--- config.mk ---
export PLATFORM = sky130hd
export DESIGN_NAME = game_sequencer
export DESIGN_NICKNAME = d
export VERILOG_FILES = /design/src/rtl/game_pkg.sv /design/src/rtl/btn_sync.sv /design/src/rtl/game_sequencer.sv
export SDC_FILE = /design/constraint.sdc
export NUM_CORES = 1
export LEC_CHECK = 0
export BUFFER_PORTS_ARGS = -buffer_cell sky130_fd_sc_hd__buf_2
export CAP_MARGIN = 20
export CELL_PAD_IN_SITES_DETAIL_PLACEMENT = 1
export CELL_PAD_IN_SITES_GLOBAL_PLACEMENT = 1
export CORE_MARGIN = 5
export CORE_UTILIZATION = 30
export DETAILED_ROUTE_END_ITERATION = 10
export PLACE_DENSITY_LB_ADDON = 0.1
export SETUP_SLACK_MARGIN = 0.02
export SYNTH_ARGS = -nofsm -noshare
export SYNTH_HDL_FRONTEND = slang
export SYNTH_SLANG_ARGS = --single-unit
--- constraint.sdc ---
create_clock -name CLOCK_25 -period 4.4 [get_ports CLOCK_25]
set_clock_uncertainty 0.2 [all_clocks]
set_input_delay 0.66 -clock CLOCK_25 [delete_from_list [all_inputs] [get_ports CLOCK_25]]
set_output_delay 0.66 -clock CLOCK_25 [all_outputs]
set_load 0.02 [all_outputs]
--- src/rtl/game_pkg.sv ---
// Shared definitions for the maze game flow controller.
//   game_state_e : FSM state encoding, also driven out on game_state
//   move_dir_e   : move direction encoding, driven out on move_dir
//   H_TOTAL/V_TOTAL : VGA raster dimensions
//   pick_dir()   : fixed-priority direction select (up > down > left > right)
package game_pkg;

    typedef enum logic [1:0] {
        StIdle = 2'd0,
        StPlay = 2'd1,
        StWin  = 2'd2,
        StLose = 2'd3
    } game_state_e;

    typedef enum logic [1:0] {
        DirUp    = 2'd0,
        DirDown  = 2'd1,
        DirLeft  = 2'd2,
        DirRight = 2'd3
    } move_dir_e;

    localparam int unsigned H_TOTAL  = 800;
    localparam int unsigned V_TOTAL  = 525;
    localparam int unsigned STEP_MAX = 4095;

    // lvl bit order: [0] up, [1] down, [2] left, [3] right
    function automatic move_dir_e pick_dir(input logic [3:0] lvl);
        if (lvl[0]) begin
            return DirUp;
        end else if (lvl[1]) begin
            return DirDown;
        end else if (lvl[2]) begin
            return DirLeft;
        end else begin
            return DirRight;
        end
    endfunction

endpackage

--- src/rtl/btn_sync.sv ---
// Two-flop synchronizer plus registered rising-edge detector for one button.
//   clk_i   : clock
//   rst_ni  : asynchronous active-low reset
//   btn_i   : raw asynchronous button level
//   level_o : synchronized level (2 cycles after btn_i)
//   rise_o  : one-cycle pulse on a synchronized rising edge (3 cycles after btn_i)
module btn_sync (
    input  logic clk_i,
    input  logic rst_ni,
    input  logic btn_i,
    output logic level_o,
    output logic rise_o
);

    logic sync1_q, sync2_q, prev_q, rise_q;

    always_ff @(posedge clk_i or negedge rst_ni) begin
        if (!rst_ni) begin
            sync1_q <= 1'b0;
            sync2_q <= 1'b0;
            prev_q  <= 1'b0;
            rise_q  <= 1'b0;
        end else begin
            sync1_q <= btn_i;
            sync2_q <= sync1_q;
            prev_q  <= sync2_q;
            rise_q  <= sync2_q & ~prev_q;
        end
    end

    assign level_o = sync2_q;
    assign rise_o  = rise_q;

endmodule

--- src/rtl/game_sequencer.sv ---
// Game-flow controller: title/play/win/lose FSM, countdown timer and
// frame-paced move requests to the player datapath (req/ack handshake).
//   CLOCK_25, reset_n          : clock, asynchronous active-low reset
//   h_counter, v_counter       : VGA raster position (frame start at 0,0)
//   btn_up/down/left/right     : raw buttons
//   goal_hit, alt_end          : end-of-game events from the player
//   move_ack, move_blocked     : handshake response from the player
//   move_req, move_dir         : move request and its direction
//   enable_player, end_game_1/2: PLAY / WIN / LOSE indicators
//   time_left, step_count      : remaining seconds, accepted moves
//   game_state                 : current FSM state
module game_sequencer
    import game_pkg::*;
#(
    parameter int unsigned MOVE_PERIOD    = 2,
    parameter int unsigned FRAMES_PER_SEC = 60,
    parameter int unsigned TIME_LIMIT     = 120,
    parameter int unsigned HOLD_FRAMES    = 120
) (
    input  logic        CLOCK_25,
    input  logic        reset_n,
    input  logic [9:0]  h_counter,
    input  logic [9:0]  v_counter,
    input  logic        btn_up,
    input  logic        btn_down,
    input  logic        btn_left,
    input  logic        btn_right,
    input  logic        goal_hit,
    input  logic        alt_end,
    input  logic        move_ack,
    input  logic        move_blocked,
    output logic        move_req,
    output logic [1:0]  move_dir,
    output logic        enable_player,
    output logic        end_game_1,
    output logic        end_game_2,
    output logic [7:0]  time_left,
    output logic [11:0] step_count,
    output logic [1:0]  game_state
);

    localparam int unsigned SecW  = (FRAMES_PER_SEC > 1) ? $clog2(FRAMES_PER_SEC) : 1;
    localparam int unsigned DivW  = (MOVE_PERIOD > 1) ? $clog2(MOVE_PERIOD) : 1;
    localparam int unsigned HoldW = (HOLD_FRAMES > 0) ? $clog2(HOLD_FRAMES + 1) : 1;

    localparam logic [SecW-1:0]  SecLast  = SecW'(FRAMES_PER_SEC - 1);
    localparam logic [DivW-1:0]  DivLast  = DivW'(MOVE_PERIOD - 1);
    localparam logic [HoldW-1:0] HoldMax  = HoldW'(HOLD_FRAMES);
    localparam logic [7:0]       TimeInit = 8'(TIME_LIMIT);
    localparam logic [11:0]      StepSat  = 12'(STEP_MAX);

    logic [3:0] lvl, rise;

    btn_sync u_sync_up (
        .clk_i(CLOCK_25), .rst_ni(reset_n), .btn_i(btn_up),    .level_o(lvl[0]), .rise_o(rise[0])
    );
    btn_sync u_sync_down (
        .clk_i(CLOCK_25), .rst_ni(reset_n), .btn_i(btn_down),  .level_o(lvl[1]), .rise_o(rise[1])
    );
    btn_sync u_sync_left (
        .clk_i(CLOCK_25), .rst_ni(reset_n), .btn_i(btn_left),  .level_o(lvl[2]), .rise_o(rise[2])
    );
    btn_sync u_sync_right (
        .clk_i(CLOCK_25), .rst_ni(reset_n), .btn_i(btn_right), .level_o(lvl[3]), .rise_o(rise[3])
    );

    game_state_e      state_q;
    move_dir_e        move_dir_q;
    logic             frame_tick_q;
    logic [SecW-1:0]  sec_cnt_q;
    logic [DivW-1:0]  move_div_q;
    logic [HoldW-1:0] hold_cnt_q;
    logic [7:0]       time_left_q;
    logic [11:0]      step_count_q;
    logic             move_req_q, enable_q, end1_q, end2_q;

    logic sec_wrap, timeout, opportunity, ack_ok, any_rise, any_level;

    always_comb begin
        sec_wrap    = frame_tick_q && (sec_cnt_q == SecLast);
        // Decrement to zero and the timeout exit happen on the same edge.
        timeout     = (time_left_q == 8'd0) || (sec_wrap && (time_left_q == 8'd1));
        opportunity = frame_tick_q && (move_div_q == DivLast) && !move_req_q;
        ack_ok      = move_req_q && move_ack;
        any_rise    = |rise;
        any_level   = |lvl;
    end

    always_ff @(posedge CLOCK_25 or negedge reset_n) begin
        if (!reset_n) begin
            state_q      <= StIdle;
            move_dir_q   <= DirUp;
            frame_tick_q <= 1'b0;
            sec_cnt_q    <= '0;
            move_div_q   <= '0;
            hold_cnt_q   <= '0;
            time_left_q  <= TimeInit;
            step_count_q <= '0;
            move_req_q   <= 1'b0;
            enable_q     <= 1'b0;
            end1_q       <= 1'b0;
            end2_q       <= 1'b0;
        end else begin
            frame_tick_q <= (h_counter == 10'd0) && (v_counter == 10'd0);
            unique case (state_q)
                StIdle: begin
                    if (any_rise) begin
                        state_q      <= StPlay;
                        enable_q     <= 1'b1;
                        time_left_q  <= TimeInit;
                        step_count_q <= '0;
                        sec_cnt_q    <= '0;
                        move_div_q   <= '0;
                    end
                end
                StPlay: begin
                    if (frame_tick_q) begin
                        sec_cnt_q  <= sec_wrap ? '0 : sec_cnt_q + 1'b1;
                        move_div_q <= (move_div_q == DivLast) ? '0 : move_div_q + 1'b1;
                        if (sec_wrap && time_left_q != 8'd0) begin
                            time_left_q <= time_left_q - 8'd1;
                        end
                    end
                    if (ack_ok) begin
                        move_req_q <= 1'b0;
                        if (!move_blocked && step_count_q != StepSat) begin
                            step_count_q <= step_count_q + 12'd1;
                        end
                    end else if (opportunity && any_level) begin
                        move_req_q <= 1'b1;
                        move_dir_q <= pick_dir(lvl);
                    end
                    // Exit overrides any request issued this cycle.
                    if (goal_hit || alt_end || timeout) begin
                        move_req_q <= 1'b0;
                        enable_q   <= 1'b0;
                        hold_cnt_q <= '0;
                        if (goal_hit) begin
                            state_q <= StWin;
                            end1_q  <= 1'b1;
                        end else begin
                            state_q <= StLose;
                            end2_q  <= 1'b1;
                        end
                    end
                end
                StWin, StLose: begin
                    if (frame_tick_q && hold_cnt_q != HoldMax) begin
                        hold_cnt_q <= hold_cnt_q + 1'b1;
                    end
                    if (hold_cnt_q == HoldMax && any_rise) begin
                        state_q <= StIdle;
                        end1_q  <= 1'b0;
                        end2_q  <= 1'b0;
                    end
                end
                default: state_q <= StIdle;
            endcase
        end
    end

    assign move_req      = move_req_q;
    assign move_dir      = move_dir_q;
    assign enable_player = enable_q;
    assign end_game_1    = end1_q;
    assign end_game_2    = end2_q;
    assign time_left     = time_left_q;
    assign step_count    = step_count_q;
    assign game_state    = state_q;

endmodule

---- Word-level counts from Yosys, hierarchy flattened ----
Cells that the tools add are included.
word-level totals
  register bits after elaboration ......... 59
operators by class
  equality and inequality tests ........... 18
  mux-type cells .......................... 40
  bitwise gates (word level) .............. 9
  add/subtract/negate cells ............... 5
  reductions and logical operators ........ 37
operator list
  operator               number
  $mux 12                3
  $mux 8                 3
  $pmux 12 s2            1
  $logic_not 10->1       2
  $ne 2x2->1 const B     10
  $mux 6                 3
  $pmux 8 s2             1
  $reduce_and 4->1       4
  $mux 1                 15
  $reduce_and 3->1       5
  $mux 7                 2
  $pmux 7 s2             1
  $add 12x1->12 const B  1
  $ne 12x12->1 const B   1
  $pmux 6 s2             1
  $logic_and 1x1->1      11
  $mux 2                 5
  $eq 8x1->1 const B     1
  $logic_not 8->1        1
  $pmux 1 s2             4
  $reduce_bool 8->1      1
  $reduce_or 4->1        2
  $sub 8x1->8 const B    1
  $add 7x1->7 const B    1
  other kinds (17)       29

---- Logic depth before layout (Yosys ltp) ----
  depth after elaboration ................. 7
  depth in mapped cells ................... 7

---- Cells and area by module ----
From an unflattened synthesis, not the netlist that was laid out.
second synthesis, totals
  cell total of the unflattened synthesis .. 283
  area, all modules ....................... 2,940.3 um^2
by module, submodules not included
  module          cells each  instances  sequential area each (um^2)  area an instance (um^2)
  game_sequencer  263         1          1,081.0                      2,484.9
  btn_sync        5           4          100.1                        113.9

---- Least setup slack after synthesis ----
No wires, ideal clock.
  kind .................................... reg-to-reg
  start point ............................. register state_q[1], in the netlist game_state[1]
  end point ............................... register time_left_q[7], in the netlist time_left[7]
  buffers on the path ..................... 1
  arrival ................................. 1.974 ns
  clock period less this slack ............ 2.253 ns
  setup time .............................. 0.079 ns
  setup slack ............................. 2.147 ns
  stages on the path, launching flop included .. 7
  cell sequence ........................... dfrtp_1 buf_2 nand2b_1 nor3_2 a21oi_2 or4_1 a21oi_1
on the way
  cells in the longest elaborated chain, start to end .. 3
ends and longest elaborated chain
  element                                                                  line                   RTL
  start: declaration                                                       game_sequencer.sv:67   game_state_e state_q;
  start signal: assignment                                                 game_sequencer.sv:91   state_q <= StIdle;
  start signal: assignment                                                 game_sequencer.sv:108  state_q <= StPlay;
  start signal: assignment                                                 game_sequencer.sv:139  state_q <= StWin;
  $eq 2x1->1 / $logic_not 2->1 (equally long branches)                     game_sequencer.sv:105  unique case (state_q)
  $ne 2x2->1 (no source line) / $reduce_bool 2->1 (equally long branches)  -
  $reduce_and 4->1 (no source line)                                        -
  end signal: assignment                                                   game_sequencer.sv:97   time_left_q <= TimeInit;
  end signal: assignment                                                   game_sequencer.sv:110  time_left_q <= TimeInit;
  end signal: assignment                                                   game_sequencer.sv:121  time_left_q <= time_left_q - 8'd1;
  end: declaration                                                         game_sequencer.sv:73   logic [7:0] time_left_q;
Parallel ways exist; a longest one is shown, timed or not.
A chain may end at the register's enable or synchronous reset.

---- Worst setup path after layout ----
Same ends and word-level chain as after synthesis.

==> results.json <==
{
  "outcome": "completed",
  "antenna_found_initial": 0,
  "die_area_um2": 11600,
  "worstMarginPinSlew_ps": 917,
  "synth_fp_nets": 321,
  "row_count": 35,
  "drv_slew": 0,
  "via_per_inst": 4.93,
  "drive_above_1_share": 0.263,
  "clkSlewWorstSetupHoldPaths_ps": 60,
  "synth_warnings": 0,
  "via_count": 2378,
  "initial_core_util": 0.309,
  "met1_usage": 0.173,
  "cp-end-kind": "flop",
  "drt-wirelength-per-cell_um": 15.3,
  "top_usage_layer": "met2",
  "hp-class": "flop to flop",
  "grt_start_max_net_pins": 38,
  "h-tree-depth": 3,
  "final_common_cell": "buf_2",
  "grt_pass1_vias": 2598,
  "synthFlopType": "dfrtp_1",
  "irDropWorstVdd_mv": 0.179,
  "synthDistinctLibCells": 49,
  "cp-start-kind": "flop",
  "clock_latency_ps": 340,
  "grt-ovfl-total": 0,
  "core_area_um2": 9240,
  "gp_congestion": 0.745,
  "cts_root_buffer": "clkbuf_8",
  "cts_tree": "yes",
  "path_class": "flop to flop",
  "hold_buffers": 0,
  "grt_use_total": 0.136,
  "cp.required_ps": 4450,
  "cts_buffers": 9,
  "grt_setup_unrepaired": "false",
  "yosysSeqAreaShare": 0.519,
  "leakage_nw": 1.56,
  "nFillCells": 1090,
  "chipHeight_um": 108,
  "slew_headroom": 0.383,
  "timing.fmax_ghz": 0.390,
  "fin_tns_setup_ps": 0,
  "drtPass1Iterations": 4,
  "antenna-diode-count": 0,
  "fin_crit_ps": 2560,
  "cts_setup_buffers": 0,
  "critPathMaxFanout": 20,
  "ant_nets": 0,
  "use_met2": 0.225,
  "drc": 0,
  "synth_area_um2": 2850,
  "synthArstFlopShare": 1.00,
  "power.total_w": 0.00163,
  "grt_use_met3": 0.0390,
  "ctsResizeCount": 0,
  "power_per_cell_area_nw_per_um2": 462,
  "fp.dieW_um": 108,
  "num-nets-final": 384,
  "max-clock-path-buffers": 2,
  "hpwl_um": 5420,
  "io_buffer_count": 57,
  "final_cell_mix": "buf_2 (57), dfrtp_1 (55), nand2_1 (26)",
  "final-setup-viol-count": 0,
  "synth_edf_count": 0,
  "hold_viol_final": 0,
  "synth.avg_cell_area_um2": 10.0,
  "finalWirelength_um": 7400,
  "period_share": 0.583,
  "grt_pass1_wl_um": 12600,
  "cap_violations": 0,
  "clock_sinks": 59,
  "crit_arrival_ps": 2620,
  "syn_inst": 285,
  "io_pins": 58,
  "area_delta_synth_final_pct": 23.6,
  "first_iter_violations": 36,
  "synth-seq-cells": 59
}
[Yosys cell counts (all sizes together), types with 2 or more instances]
cell,n,area [um^2]
a211oi,2,15.0
a21oi,12,63.8
and3,2,12.5
clkbuf,5,18.8
dfrtp,55,1380
dfstp,4,105
ha,6,75.1
inv,11,41.3
mux2i,2,20.0
nand2,26,97.6
nand2b,4,25.0
nand3,22,123
nand3b,3,22.5
nand4,6,37.5
nor2,23,86.3
nor2b,6,37.5
nor3,6,40.0
nor4,9,56.3
nor4b,2,23.8
o211ai,2,28.8
o21ai,26,141
o31ai,7,52.6
o41ai,3,26.3
or2,5,31.3
or3,9,56.3
or4,5,41.3
xor2,8,70.1
[where the power goes]
part           switching [W]  internal [W]
registers          0.0000933      0.000627
clock network       0.000223      0.000390
logic               0.000183      0.000111
[layout make-up]
cell class,count,area [um^2],share of cell area
Sequential cell,59,1480,0.420
Multi-Input combinational cell,209,1310,0.371
Timing Repair Buffer,58,293,0.0831
Tap cell,129,161,0.0458
Clock buffer,11,141,0.0401
Clock inverter,5,100,0.0284
Inverter,11,41.3,0.0117
[logic make-up after synthesis]
group,after synthesis,share of synthesized area
DFF,59,0.519
AOI/OAI and AO/OA,58,0.136
muxes,3,0.0110
adders and majority gates,6,0.0263
buffers and inverters,17,0.0228
and+or+nand+nor,133,0.257
xor gates and xnor gates,9,0.0276
[path summary, 6_finish.rpt]
path / start / endpoint / slack [ps] / cells past startpoint
worst max-delay path: game_state[1] / time_left[7] / 1840 / 5
worst min-delay path: u_sync_right.sync1_q / u_sync_right.level_o / 150 / 0
worst max register to register: game_state[1] / time_left[7] / 1840 / 5
worst min register to register: u_sync_right.sync1_q / u_sync_right.level_o / 150 / 0
max in group asynchronous: reset_n / u_sync_right.prev_q / 2930 / 2
min in group asynchronous: reset_n / step_count[1] / 240 / 1
[through the flow]
step	util	cells	hold slack, ps	instance area (um^2)	setup slack, ps
after floorplan	-	285	131	2850	2150
after global placement	0.355	466	133	3280	1880
after detailed placement	0.355	466	136	3280	1850
after CTS	0.381	482	151	3520	1830
after global routing	0.381	482	163	3520	1640
final	0.381	482	150	3520	1840
[state kept, by name (all words and copies together), names as in the netlist, 2 cells and up]
| register | flops |
|---|---|
| step_count | 12 |
| sec_cnt_q | 6 |
| move_dir | 2 |
| game_state | 2 |
| hold_cnt_q | 7 |
| time_left | 8 |
[routing by layer]
layer  vias to the layer above  share of wire
met5                         -              0
met4                         0          0.012
met3                         7          0.048
met2                        46           0.47
met1                      1168           0.47
li1                       1157              -
[worst max-delay path, cell delays in order (launching register included)]
cell      delay [ps]
dfrtp_1          620
nand2b_1         420
nor3_2           400
a21oi_2          160
or4_1            540
a21oi_1          140
Power figures use the tool's default switching activity.
